**src/rtl/iob_soc_versat_rst_seq_pkg.sv**
```systemverilog
// Shared definitions for the FPGA reset sequencer: state encoding and default timing.
package iob_soc_versat_rst_seq_pkg;

    typedef enum logic [2:0] {
        ST_INIT       = 3'd0,
        ST_WAIT_LOCK  = 3'd1,
        ST_WAIT_CALIB = 3'd2,
        ST_HOLD       = 3'd3,
        ST_RUN        = 3'd4,
        ST_FAIL       = 3'd5
    } rst_state_t;

    localparam int DEF_STARTUP_DELAY   = 5;
    localparam int DEF_RST_DURATION    = 10;
    localparam int DEF_CALIB_TIMEOUT   = 2000000;
    localparam int DEF_DEBOUNCE_CYCLES = 65536;
    localparam int DEF_USE_CALIB       = 1;
    localparam int DEF_CNT_W           = 22;

    function automatic logic [7:0] sat_inc8(input logic [7:0] v);
        return (v == 8'hFF) ? v : v + 8'd1;
    endfunction

endpackage

```
**src/rtl/iob_soc_versat_debounce.sv**
```systemverilog
// Button conditioner: synchronise, require DEBOUNCE_CYCLES stable cycles, pulse on accepted press.
module iob_soc_versat_debounce #(
    parameter int DEBOUNCE_CYCLES = 65536
) (
    input  logic clk_i,
    input  logic rst_i,
    input  logic cke_i,
    input  logic btn_i,
    output logic press_o
);

    localparam int DB_W = $clog2(DEBOUNCE_CYCLES + 1);

    logic            btn_s;
    logic            level_q;
    logic            press_q;
    logic [DB_W-1:0] db_cnt_q;

    iob_sync #(.DATA_W(1)) u_btn_sync (
        .clk_i   (clk_i),
        .rst_i   (rst_i),
        .signal_i(btn_i),
        .signal_o(btn_s)
    );

    // The pulse is held while cke_i is low so the sequencer still consumes it exactly once.
    always_ff @(posedge clk_i) begin
        if (rst_i) begin
            level_q  <= 1'b0;
            press_q  <= 1'b0;
            db_cnt_q <= '0;
        end else if (cke_i) begin
            press_q <= 1'b0;
            if (btn_s == level_q) begin
                db_cnt_q <= '0;
            end else if (db_cnt_q == DB_W'(DEBOUNCE_CYCLES - 1)) begin
                db_cnt_q <= '0;
                level_q  <= btn_s;
                press_q  <= btn_s;
            end else begin
                db_cnt_q <= db_cnt_q + 1'b1;
            end
        end
    end

    assign press_o = press_q;

endmodule

```
**src/rtl/iob_sync.sv**
```systemverilog
// Two-flop synchroniser for asynchronous level inputs.
module iob_sync #(
    parameter int DATA_W = 1
) (
    input  logic              clk_i,
    input  logic              rst_i,
    input  logic [DATA_W-1:0] signal_i,
    output logic [DATA_W-1:0] signal_o
);

    logic [DATA_W-1:0] meta_q;
    logic [DATA_W-1:0] sync_q;

    always_ff @(posedge clk_i) begin
        if (rst_i) begin
            meta_q <= '0;
            sync_q <= '0;
        end else begin
            meta_q <= signal_i;
            sync_q <= meta_q;
        end
    end

    assign signal_o = sync_q;

endmodule

```
**src/rtl/iob_soc_versat_fpga_rst_seq.sv**
```systemverilog
// Board-level startup sequencer: waits for clock lock and DDR calibration, then releases the SoC reset.
module iob_soc_versat_fpga_rst_seq
    import iob_soc_versat_rst_seq_pkg::*;
#(
    parameter int STARTUP_DELAY   = DEF_STARTUP_DELAY,
    parameter int RST_DURATION    = DEF_RST_DURATION,
    parameter int CALIB_TIMEOUT   = DEF_CALIB_TIMEOUT,
    parameter int DEBOUNCE_CYCLES = DEF_DEBOUNCE_CYCLES,
    parameter int USE_CALIB       = DEF_USE_CALIB,
    parameter int CNT_W           = DEF_CNT_W
) (
    input  logic       clk_i,
    input  logic       rst_i,
    input  logic       cke_i,
    input  logic       btn_rst_i,
    input  logic       mmcm_locked_i,
    input  logic       calib_done_i,
    output logic       soc_arst_o,
    output logic       ddr_ok_o,
    output logic       calib_timeout_o,
    output logic [2:0] state_o,
    output logic [7:0] rst_count_o
);

    rst_state_t       state_q, state_d;
    logic [CNT_W-1:0] cnt_q;
    logic             restart;
    logic             locked_s, calib_s, press;
    logic             arst_q, ddr_ok_q;
    logic             timeout_q, timeout_d;
    logic [7:0]       rst_count_q, rst_count_d;

    iob_sync #(.DATA_W(2)) u_status_sync (
        .clk_i   (clk_i),
        .rst_i   (rst_i),
        .signal_i({mmcm_locked_i, calib_done_i}),
        .signal_o({locked_s, calib_s})
    );

    iob_soc_versat_debounce #(.DEBOUNCE_CYCLES(DEBOUNCE_CYCLES)) u_btn (
        .clk_i  (clk_i),
        .rst_i  (rst_i),
        .cke_i  (cke_i),
        .btn_i  (btn_rst_i),
        .press_o(press)
    );

    // A press outranks every other event and always restarts the INIT delay.
    always_comb begin
        state_d     = state_q;
        timeout_d   = timeout_q;
        rst_count_d = rst_count_q;
        restart     = 1'b0;
        if (press) begin
            state_d     = ST_INIT;
            restart     = 1'b1;
            rst_count_d = sat_inc8(rst_count_q);
            if (state_q == ST_FAIL) timeout_d = 1'b0;
        end else begin
            case (state_q)
                ST_INIT: begin
                    if (cnt_q == CNT_W'(STARTUP_DELAY - 1)) state_d = ST_WAIT_LOCK;
                end
                ST_WAIT_LOCK: begin
                    if (locked_s) state_d = (USE_CALIB != 0) ? ST_WAIT_CALIB : ST_HOLD;
                end
                ST_WAIT_CALIB: begin
                    if (!locked_s) begin
                        state_d = ST_WAIT_LOCK;
                    end else if (calib_s) begin
                        state_d = ST_HOLD;
                    end else if (cnt_q == CNT_W'(CALIB_TIMEOUT - 1)) begin
                        state_d   = ST_FAIL;
                        timeout_d = 1'b1;
                    end
                end
                ST_HOLD: begin
                    if (!locked_s) state_d = ST_WAIT_LOCK;
                    else if ((USE_CALIB != 0) && !calib_s) state_d = ST_WAIT_CALIB;
                    else if (cnt_q == CNT_W'(RST_DURATION - 1)) state_d = ST_RUN;
                end
                ST_RUN: begin
                    if (!locked_s) state_d = ST_WAIT_LOCK;
                    else if ((USE_CALIB != 0) && !calib_s) state_d = ST_WAIT_CALIB;
                end
                ST_FAIL: state_d = ST_FAIL;
                default: state_d = ST_INIT;
            endcase
        end
    end

    always_ff @(posedge clk_i) begin
        if (rst_i) begin
            state_q     <= ST_INIT;
            cnt_q       <= '0;
            arst_q      <= 1'b1;
            timeout_q   <= 1'b0;
            rst_count_q <= '0;
        end else if (cke_i) begin
            state_q     <= state_d;
            cnt_q       <= (restart || (state_d != state_q)) ? '0 : cnt_q + 1'b1;
            arst_q      <= (state_d != ST_RUN);
            timeout_q   <= timeout_d;
            rst_count_q <= rst_count_d;
        end
    end

    // Calibration status keeps tracking while the sequencer is frozen.
    always_ff @(posedge clk_i) begin
        if (rst_i) ddr_ok_q <= 1'b0;
        else       ddr_ok_q <= calib_s;
    end

    assign soc_arst_o      = arst_q;
    assign ddr_ok_o        = ddr_ok_q;
    assign calib_timeout_o = timeout_q;
    assign state_o         = state_q;
    assign rst_count_o     = rst_count_q;

endmodule
```
**config.mk**
```make
export PLATFORM = sky130hd
export DESIGN_NAME = iob_soc_versat_fpga_rst_seq
export DESIGN_NICKNAME = d
export VERILOG_FILES = /design/src/rtl/iob_soc_versat_rst_seq_pkg.sv /design/src/rtl/iob_soc_versat_debounce.sv /design/src/rtl/iob_sync.sv /design/src/rtl/iob_soc_versat_fpga_rst_seq.sv
export SDC_FILE = /design/constraint.sdc
export NUM_CORES = 1
export LEC_CHECK = 0
export BUFFER_PORTS_ARGS = -buffer_cell sky130_fd_sc_hd__buf_4
export CAP_MARGIN = 15
export CORE_MARGIN = 8
export CORE_UTILIZATION = 35
export DETAILED_ROUTE_END_ITERATION = 8
export SKIP_CTS_REPAIR_TIMING = 1
export SLEW_MARGIN = 0
export SYNTH_ARGS = -nofsm -noshare
export SYNTH_HDL_FRONTEND = slang
export SYNTH_HIERARCHICAL = 1
export SYNTH_SLANG_ARGS = --single-unit
```
**constraint.sdc**
```tcl
create_clock -name clk_i -period 2.3 [get_ports clk_i]
set_clock_uncertainty 0.1 [all_clocks]
set_input_delay 0.23 -clock clk_i [delete_from_list [all_inputs] [get_ports clk_i]]
set_output_delay 0.23 -clock clk_i [all_outputs]
set_load 0.01 [all_outputs]
```
**After elaboration in Yosys (flattened, before gate mapping)**

Cells that the tools add are included.

- Order comparisons: 0
- Bitwise gates (word level): 2
- Add/subtract/negate cells: 3
- Muxes and demuxes: 24
- Shift-type cells: 0
- Divide/modulo/power cells: 0
- Equality and inequality tests: 15
- $mul: 0
- Reduce and logical (&&, ||, !) cells: 8

Operators by type and width:

| operator | number |
|---|---|
| two-way mux 17 bit | 2 |
| two-way mux 3 bit | 11 |
| adder 22 x 1 -> 22 bit, second input constant | 1 |
| equality test 22 x 21 -> 1 bit, second input constant | 1 |
| equality test 22 x 3 -> 1 bit, second input constant | 1 |
| equality test 22 x 4 -> 1 bit, second input constant | 1 |
| two-way mux 22 bit | 1 |
| case mux 3 bit (6 select lines) | 1 |
| adder 17 x 1 -> 17 bit, second input constant | 1 |
| equality test 17 x 16 -> 1 bit, second input constant | 1 |
| two-way mux 1 bit | 9 |
| adder 8 x 1 -> 8 bit, second input constant | 1 |
| equality test 8 bit, second input constant | 1 |
| equality test 3 x 2 -> 1 bit, second input constant | 2 |
| equality test 3 bit, second input constant | 2 |
| AND reduction 3 bit | 2 |
| AND reduction 6 bit | 1 |
| nonzero test 2 bit | 3 |
| equality test 3 x 1 -> 1 bit, second input constant | 1 |
| zero test 3 bit | 1 |
| != test 3 bit | 1 |
| != test 3 bit, second input constant | 1 |
| != test 2 x 1 -> 1 bit, second input constant | 1 |
| != test 2 bit, second input constant | 1 |
| 3 further kinds | 4 |

- Bits of input ports: 6
- Output and inout bits: 14
- Register bits: 61
- Memory bits (writable): 0
- Memories: 0
- Bits in latches: 0
- Word-level logic and storage cells: 65
- Memory bits (read-only): 0

**Depth between registers and ports, before layout**

Gate-level depths: netlist of the first run.

- Depth in word-level cells: 9
- Gate-level depth with buffers: 8
- Mapped depth without buffers: 7

**Cells and area by module**

The synthesis of the first run kept the hierarchy.

Modules (own cells, without submodules):

| module | instances | seq. area each (sq um) | cells an instance | area an instance (sq um) |
|---|---|---|---|---|
| iob_soc_versat_fpga_rst_seq | 1 | 720.7 | 250 | 2,119.5 |
| iob_soc_versat_debounce | 1 | 380.4 | 131 | 1,069.8 |
| iob_sync (u_status_sync) | 1 | 80.1 | 8 | 105.1 |
| iob_sync (u_btn.u_btn_sync) | 1 | 40.0 | 4 | 52.6 |

**Worst setup path before layout of the first run**

OpenSTA, ideal clock, no wires.

- Path kind: reg2reg
- Start: register cnt_q[12]
- End: register cnt_q[16]
- Arrival: 1.873 ns
- Path buffers: 1
- Setup slack: 0.192 ns
- Stages on the path, launching flop included: 8
- Setup time: 0.135 ns
- Clock period less this slack: 2.108 ns
- Required time: 2.065 ns
- Cell sequence: dfxtp_1 > or4_4 > nor2_1 > a31oi_1 > and3b_4 > nor3b_4 > buf_6 > nor4_1

- Longest elaborated chain between the ends: 9
- Elaborated cells between the ends (all ways): 16
- Those cells by class: add/sub (1); eq/ne (4); mux (10); reduce/logical (1)

Ends and longest elaborated chain:

| item | RTL line | RTL |
|---|---|---|
| from (decl) | iob_soc_versat_fpga_rst_seq.sv:26 | `logic [CNT_W-1:0] cnt_q;` |
| from (signal assigned) | iob_soc_versat_fpga_rst_seq.sv:101 | `cnt_q <= (restart \|\| (state_d != state_q)) ? '0 : cnt_q + 1'b1;` |
| equality test 22 x 4 -> 1 bit / equality test 22 x 21 -> 1 bit (equally long branches) | iob_soc_versat_fpga_rst_seq.sv:80, iob_soc_versat_fpga_rst_seq.sv:72 |  |
| two-way mux 3 bit (on tied branches) | iob_soc_versat_fpga_rst_seq.sv:80, iob_soc_versat_fpga_rst_seq.sv:72 |  |
| two-way mux 3 bit (on tied branches) | iob_soc_versat_fpga_rst_seq.sv:79, iob_soc_versat_fpga_rst_seq.sv:70 |  |
| two-way mux 3 bit (on tied branches) | iob_soc_versat_fpga_rst_seq.sv:78, iob_soc_versat_fpga_rst_seq.sv:68 |  |
| case mux 3 bit (6 select lines) | iob_soc_versat_fpga_rst_seq.sv:60 | `case (state_q)` |
| two-way mux 3 bit | iob_soc_versat_fpga_rst_seq.sv:54 | `if (press) begin` |
| != test 3 bit | iob_soc_versat_fpga_rst_seq.sv:101 |  |
| logical OR 1 bit | iob_soc_versat_fpga_rst_seq.sv:101 |  |
| two-way mux 22 bit * | iob_soc_versat_fpga_rst_seq.sv:101 |  |

Mark *: on every way between the ends. The rest lies on a longest branch, timed or not.
A chain may end at the register's enable or synchronous reset.

**Worst setup path in the final report of the first run**

- Start: register cnt_q[12]
- End: register cnt_q[5]

- Longest elaborated chain between the ends: 9
- Elaborated cells between the ends (all ways): 15
- Those cells by class: eq/ne (4); mux (10); reduce/logical (1)

Ends and longest elaborated chain:

| item | RTL line |
|---|---|
| equality test 22 x 4 -> 1 bit / equality test 22 x 21 -> 1 bit (equally long branches) | iob_soc_versat_fpga_rst_seq.sv:80, iob_soc_versat_fpga_rst_seq.sv:72 |
| two-way mux 3 bit (on tied branches) | iob_soc_versat_fpga_rst_seq.sv:80, iob_soc_versat_fpga_rst_seq.sv:72 |
| two-way mux 3 bit (on tied branches) | iob_soc_versat_fpga_rst_seq.sv:79, iob_soc_versat_fpga_rst_seq.sv:70 |
| two-way mux 3 bit (on tied branches) | iob_soc_versat_fpga_rst_seq.sv:78, iob_soc_versat_fpga_rst_seq.sv:68 |
| case mux 3 bit (6 select lines) * | iob_soc_versat_fpga_rst_seq.sv:60 |
| two-way mux 3 bit * | iob_soc_versat_fpga_rst_seq.sv:54 |
| != test 3 bit * | iob_soc_versat_fpga_rst_seq.sv:101 |
| logical OR 1 bit * | iob_soc_versat_fpga_rst_seq.sv:101 |
| two-way mux 22 bit * | iob_soc_versat_fpga_rst_seq.sv:101 |

Marks and branches as above.

==> results of run 1 <==
-- through the flow --
stage | cell area, µm² | power, µW | setup TNS (ns) | utilization | cells
after CTS | 3950 | 2090 | 0 | 0.427 | 565
after global routing | 4020 | 2150 | -0.145 | 0.435 | 568
after detailed placement | 3770 | 1190 | 0 | 0.408 | 549
after floorplan | 3350 | 1150 | 0 | - | 393
after global placement | 3770 | 1190 | 0 | 0.408 | 549
final | 4020 | 2050 | 0 | 0.435 | 568
-- layer usage --
metal | track usage | up-vias
li1 | - | 1574
met2 | 0.204 | 74
met5 | 0 | -
met3 | 0.0380 | 5
met1 | 0.171 | 1463
met4 | 0.0453 | 0
-- final cells by class --
cell class / count / area share
multi-input cells: 302 / 0.502
flip-flops and latches: 61 / 0.305
repair buffers: 47 / 0.0953
well taps: 129 / 0.0402
clock buffers: 10 / 0.0343
inverters: 13 / 0.0121
clock inverters: 6 / 0.0112
-- Yosys cell counts (3+ instances only) --
library cell | number | share of area
dfxtp_1 | 61 | 0.36
nor2_1 | 28 | 0.031
nor4_1 | 26 | 0.049
nand2_1 | 25 | 0.028
nand4_1 | 24 | 0.045
o21ai_0 | 17 | 0.025
a21oi_1 | 15 | 0.022
nand3_1 | 15 | 0.022
xor2_1 | 15 | 0.039
nor3_1 | 13 | 0.019
xnor2_1 | 13 | 0.034
inv_1 | 12 | 0.013
nor2b_1 | 11 | 0.021
a31oi_1 | 9 | 0.017
clkbuf_1 | 9 | 0.010
or4_1 | 8 | 0.018
and3_1 | 7 | 0.013
nand2b_1 | 7 | 0.013
ha_1 | 5 | 0.019
o211ai_1 | 5 | 0.011
nand4b_1 | 4 | 0.010
or3_1 | 4 | 0.0075
and2_1 | 3 | 0.0056
and4_1 | 3 | 0.0079
buf_2 | 3 | 0.0045
buf_6 | 3 | 0.010
mux2i_1 | 3 | 0.0090
nor4_2 | 3 | 0.011
o2111ai_1 | 3 | 0.0079
o22ai_1 | 3 | 0.0056
-- how the worst min path moves through the flow --
stage	startpoint	to	slack, ns	cells past startpoint
floorplan	rst_i	u_btn/u_btn_sync/meta_q	0.20	1
global placement	u_btn/u_btn_sync/meta_q	u_btn/u_btn_sync/signal_o	0.33	1
detailed placement	u_btn/u_btn_sync/meta_q	u_btn/u_btn_sync/signal_o	0.33	1
CTS	btn_rst_i	u_btn/u_btn_sync/meta_q	-0.02	2
global route	btn_rst_i	u_btn/u_btn_sync/meta_q	0.03	2
finish	btn_rst_i	u_btn/u_btn_sync/meta_q	0.002	2
-- power groups by stage --
stage	registers, µW	logic [µW]	clock network (µW)
floorplan	1100	58.5	0
global placement	1100	90.3	0
detailed placement	1100	91.0	0
CTS	1070	91.3	925
global route	1070	106	966
finish	1070	94.6	888
-- worst reg2reg max path: cells and delay by family (launching register included) --
family	cells	cell delay [ns]
simple gates	3	0.89
compound gates	3	0.52
flops	1	0.38
buf+inv	1	0.17
-- cells by family after synthesis --
kind of cell	after synthesis	share of synthesized area
multiplexers	3	0.00897
AND/OR/NAND/NOR	194	0.343
adder cells (fa/ha/maj)	6	0.0217
XOR/XNOR	28	0.0733
buffers and inverters	30	0.0437
AO/OA/AOI/OAI	71	0.144
flip-flops	61	0.365
-- state kept, by name, summed over array words and instances (netlist names) --
signal,flops
cnt_q,22
u_btn/db_cnt_q,17
rst_count_o,8
state_o,3
u_status_sync/meta_q,2
u_status_sync/signal_o,2
calib_timeout_o,1
ddr_ok_o,1
soc_arst_o,1
u_btn/level_q,1
u_btn/press_o,1
u_btn/u_btn_sync/meta_q,1
u_btn/u_btn_sync/signal_o,1
==> metrics.txt, run 1 <==
Mapped Area 3350 µm²; Clk Latency, worst-skew pair 0.34 ns; dpl ws 0.136 ns; Metal-1 WL 4.03 mm; min Tclk post-route 2.21 ns; HPWL Detailed 5.85 mm; maximum VDD drop 380 µV; CORE AREA 9240 µm²; Final Hold Fails 0; Data arrival, critical path 2.30 ns; crit path from cnt_q[12]; #FFs+latches synth 61; initial antenna violation count 0; Synth Instances 393; register area 1220 µm²; DR vias 3116; Power Density 511 nW/µm²; library cells used by synthesis 60; CTS tree yes; vias in the first global route 2910; delay-heaviest family, CP simple AND/OR/NAND/NOR gates; Synth Net Count 404; met3 wire length 431 µm; Clock Tree Buf Depth 2; Critical Path RT 2.39 ns; Critical R2R Launch cnt_q[12]; RePlAce Congestion 0.879; Met2 Wirelength 3.78 mm; row cnt 35; Pre-antenna DRT Iters 5; worst setup margin 0.0861 ns; Rel. slew slack 0.466; crit-path cells or4_4, nor4_1, a32o_2, o22ai_2, a21boi_4, buf_12, nor4_1; worst-path fanout max 19; share of flip-flops with an asynchronous set or reset 0; DIE AREA 12900 µm²; DRC violations left 0; total gr overflow 0; Post-synth top flop dfxtp_1; sw power 527 µW; vias per cell 5.49; Multi-input gate area 2020 µm²; Slew Viols, Final 0; first-pass GRT wire length 13.9 mm; clock-pin slew on the worst setup and hold paths 0.08 ns; final setup violation count 0; GRT Total Usage 0.132; CTS Buf Count 9; wire length per cell 14.6 µm; most common cell after layout, fill and taps aside dfxtp_1; yosys warns 6; Max-Cap Viols 0; sequential fraction of the synthesis area 0.365; most frequent CP cell nor4_1; r2r setup slk 0.09 ns; sequential share of power 0.522; Internal Power 1530 µW; Layout Nets 445; class of the most critical setup path flop to flop; worst hold path type input port to flop; area delta synth->final 20.0%; CP Capture Type flop; CP max stage delay 0.57 ns; top layer in use met4; largest net degree at the start of global routing 59; sw frac 0.257; worst reg2reg endpoint cnt_q[5]; initial core utilization 0.362; worst path buffer plus inverter count 1; CTS sink cnt 61; Worst-Margin Slew 0.795 ns; Ant. Diodes 0; Hold WS 0.00154 ns; worst r2r path cells 7; post-route ant nets 0; mean post-synth cell area 8.52 µm²; Top-Level Pins 20; outcome finished clean; share of cells above drive strength 1 0.200; EDFF count, synth 0; fmax 0.452 GHz; # fillers 920; Clock Tree Root clkbuf_8; most frequent cells in the layout dfxtp_1 (59), buf_4 (43), nor2_1 (28), nand2_1 (25); Levels on crit path 7; critical path's slowest cell or4_4; Die Width 114 µm; Die H 114 µm; period utilization 0.963; leakage 0.00135 µW; type of origin of the critical path flop; drt first-iter violations 252; number of port buffers 19; H-Tree Depth 3; power share of the clock group 0.432; crit path to cnt_q[5]; Post-Route WL 8.32 mm; Gate power share 0.046
No activity file was read; power rests on OpenSTA's default activity.
==> run 2: changes to the inputs <==
--- a/config.mk
+++ b/config.mk
@@ -5,6 +5,7 @@
 export SDC_FILE = /design/constraint.sdc
 export NUM_CORES = 1
 export LEC_CHECK = 0
+export ABC_AREA = 1
 export BUFFER_PORTS_ARGS = -buffer_cell sky130_fd_sc_hd__buf_4
 export CAP_MARGIN = 15
 export CORE_MARGIN = 8
==> run 2 against run 1 <==
- the flow now finishes with violations (hold timing)
- flip-flop and latch count unchanged
- sequential power about the same
- count of clock-buffer cells in the layout up 1
- global-route usage down 1.1 points
- clock power up 19%
- routed wire length down 7.2%
- largest power group unchanged
==> metrics.txt, run 2 <==
critical path's slowest cell dfxtp_1 (was or4_4); Max-Cap Viols 0 (unchanged); Synth Net Count 494 (was 404); initial core utilization 0.360 (was 0.362); #FFs+latches synth 61 (unchanged); Gate power share 0.072 (was 0.046); EDFF count, synth 0 (unchanged); drt first-iter violations 122 (was 252); initial antenna violation count 0 (unchanged); power share of the clock group 0.459 (was 0.432); share of flip-flops with an asynchronous set or reset 0 (unchanged); post-route ant nets 0 (unchanged); failing checks hold timing; Data arrival, critical path 2.29 ns (was 2.30 ns); Die H 117 µm (was 114 µm); max reg flops 22 (unchanged); fmax 0.474 GHz (was 0.452 GHz); crit-path cells nand3_1, nor2_1, nand4_1, nand3_2, nand2_2, nand2_1, nand3_1, o21bai_2, nand2_4, buf_12, nor2_1 (was or4_4, nor4_1, a32o_2, o22ai_2, a21boi_4, buf_12, nor4_1); Slew Viols, Final 0 (unchanged); mean post-synth cell area 7.33 µm² (was 8.52 µm²); CTS tree yes (unchanged); Rel. slew slack 0.734 (was 0.466); outcome finished with violations (was finished clean); CTS sink cnt 61 (unchanged); wire length per cell 11.9 µm (was 14.6 µm); GRT Total Usage 0.121 (was 0.132); Top-Level Pins 20 (unchanged); most frequent cells in the layout nand2_1 (102), nor2_1 (59), dfxtp_1 (59), inv_1 (47), nor2_2 (24) (was dfxtp_1 (59), buf_4 (43), nor2_1 (28), nand2_1 (25)); dpl ws 0.110 ns (was 0.136 ns); Post-Synth Adder-Cell Area 0.0177 (was 0.0217); worst-path fanout max 11 (was 19); leakage 0.00156 µW (was 0.00135 µW); largest net degree at the start of global routing 32 (was 59); worst path buffer plus inverter count 1 (unchanged); total gr overflow 0 (unchanged); Post-Route WL 7.72 mm (was 8.32 mm); Synth Instances 483 (was 393); top cell type's share of synthesized area 0.345 (was 0.365); maximum VDD drop 268 µV (was 380 µV); mux cell area share after synthesis 0 (was 0.00897); vias in the first global route 2942 (was 2910); row cnt 36 (was 35); first-pass GRT wire length 13.2 mm (was 13.9 mm); DRC violations left 0 (unchanged); CTS Buf Count 9 (unchanged); Synth Area in Compound Gates 0.114 (was 0.144); number of port buffers 19 (unchanged); vias per cell 4.74 (was 5.49); yosys warns 6 (unchanged); CORE AREA 9820 µm² (was 9240 µm²); Post-synth top flop dfxtp_1 (unchanged); cell taking the most area after synthesis dfxtp_1 (unchanged); Pre-antenna DRT Iters 4 (was 5); delay-heaviest family, CP simple AND/OR/NAND/NOR gates (unchanged); Final Hold Fails 1 (was 0); CP max stage delay 0.53 ns (was 0.57 ns); sequential share of power 0.469 (was 0.522); class of the most critical setup path flop to flop (unchanged); period utilization 0.918 (was 0.963); Hold WS -0.00456 ns (was 0.00154 ns); HPWL Detailed 5.37 mm (was 5.85 mm); top-count cell post-synth nand2_1 (was dfxtp_1); DR vias 3075 (was 3116); H-Tree Depth 3 (unchanged); DIE AREA 13600 µm² (was 12900 µm²); most common cell after layout, fill and taps aside nand2_1 (was dfxtp_1); Mapped Area 3540 µm² (was 3350 µm²); min Tclk post-route 2.11 ns (was 2.21 ns); share of cells above drive strength 1 0.240 (was 0.200); area delta synth->final 16.0% (was 20.0%); Layout Nets 522 (was 445); simple-gate share of the synthesized area 0.403 (was 0.343); post-synthesis xor/xnor area fraction 0.0396 (was 0.0733); worst hold path type input port to flop (unchanged); largest family of logic cells by synthesized area simple AND/OR/NAND/NOR gates (unchanged); library cells used by synthesis 45 (was 60); CP Capture Type flop (unchanged); Power Density 564 nW/µm² (was 511 nW/µm²); sw power 567 µW (was 527 µW); Worst-Margin Slew 0.396 ns (was 0.795 ns); synth top area cells dfxtp_1 (34%), nand2_1 (11%), nor2_1 (6.3%) (was dfxtp_1 (36%), nor4_1 (4.9%), nand4_1 (4.5%)); worst setup margin 0.189 ns (was 0.0861 ns); Ant. Diodes 0 (unchanged); type of origin of the critical path flop (unchanged); Clk Latency, worst-skew pair 0.35 ns (was 0.34 ns); Internal Power 1750 µW (was 1530 µW); sw frac 0.245 (was 0.257); Clock Tree Root clkbuf_8 (unchanged); Critical Path RT 2.48 ns (was 2.39 ns); RePlAce Congestion 0.816 (was 0.879); clock-pin slew on the worst setup and hold paths 0.07 ns (was 0.08 ns); final setup violation count 0 (unchanged); sequential fraction of the synthesis area 0.345 (was 0.365); Top reg by flops cnt_q (unchanged); Commonest cells post-synth nand2_1 (102), dfxtp_1 (61), nor2_1 (59) (was dfxtp_1 (61), nor2_1 (28), nor4_1 (26)); Die Width 117 µm (was 114 µm); Clock Tree Buf Depth 2 (unchanged)
## run 2: cell types whose count changed after synthesis, sizes merged, moves of 10 or more
cell / change
nor2b: -11
inv: +42
nand2: +88
nor2: +63
nor4: -28
a21oi: +14
nand3: +20
or4: -10
## run 2: power groups by stage
stage	sequential (µW)	combinational (µW)	clock, µW
2_1_floorplan	1100	106	0
3_3_place_gp	1110	146	0
3_5_place_dp	1110	148	0
4_1_cts	1080	149	1090
5_1_grt	1090	189	1140
6_report	1090	167	1060
## run 2: final cells by class
class,instances,area (µm²)
clock buffer,11,131
clock inverter,5,83.8
fill,1076,5710
inverter,55,206
multi-input combinational,357,2050
sequential,61,1230
tap,133,166
timing repair buffer,27,241
## run 2: through the flow
stage,utilization,std cells,power [µW],setup TNS (ns),instance area [µm²]
2_1_floorplan,-,483,1210,0,3540
3_3_place_gp,0.388,629,1250,0,3810
3_5_place_dp,0.388,629,1260,0,3810
4_1_cts,0.410,645,2320,0,4030
5_1_grt,0.418,649,2420,-0.0939,4110
6_report,0.418,649,2320,0,4110
## run 2: cell families after synthesis
kind of cell	Yosys count
compound gates	65
xor+xnor	16
fa+ha+maj	5
buf+inv	65
flops	61
simple gates	271
## run 2: worst paths after layout
kind	startpoint	to	slack (ns)	cells past startpoint
worst max-delay path	state_o[1]	cnt_q[0]	0.19	11
worst min-delay path	btn_rst_i	u_btn/u_btn_sync/meta_q	-0.005	3
worst max register to register	state_o[1]	cnt_q[0]	0.19	11
worst min register to register	u_status_sync/meta_q[1]	u_status_sync/signal_o[1]	0.30	2
## run 2: worst min-delay path, stage by stage
cell,delay (ns)
buf_4,0.08
inv_1,0.03
nor2_1,0.07
## run 2: metal layers
layer  up-vias  routed length, µm  track usage
met3         9                232       0.0331
met2        34               3680        0.199
met4         0                121       0.0478
li1       1620                  -            -
met5         -                  0            0
met1      1412               3690        0.146
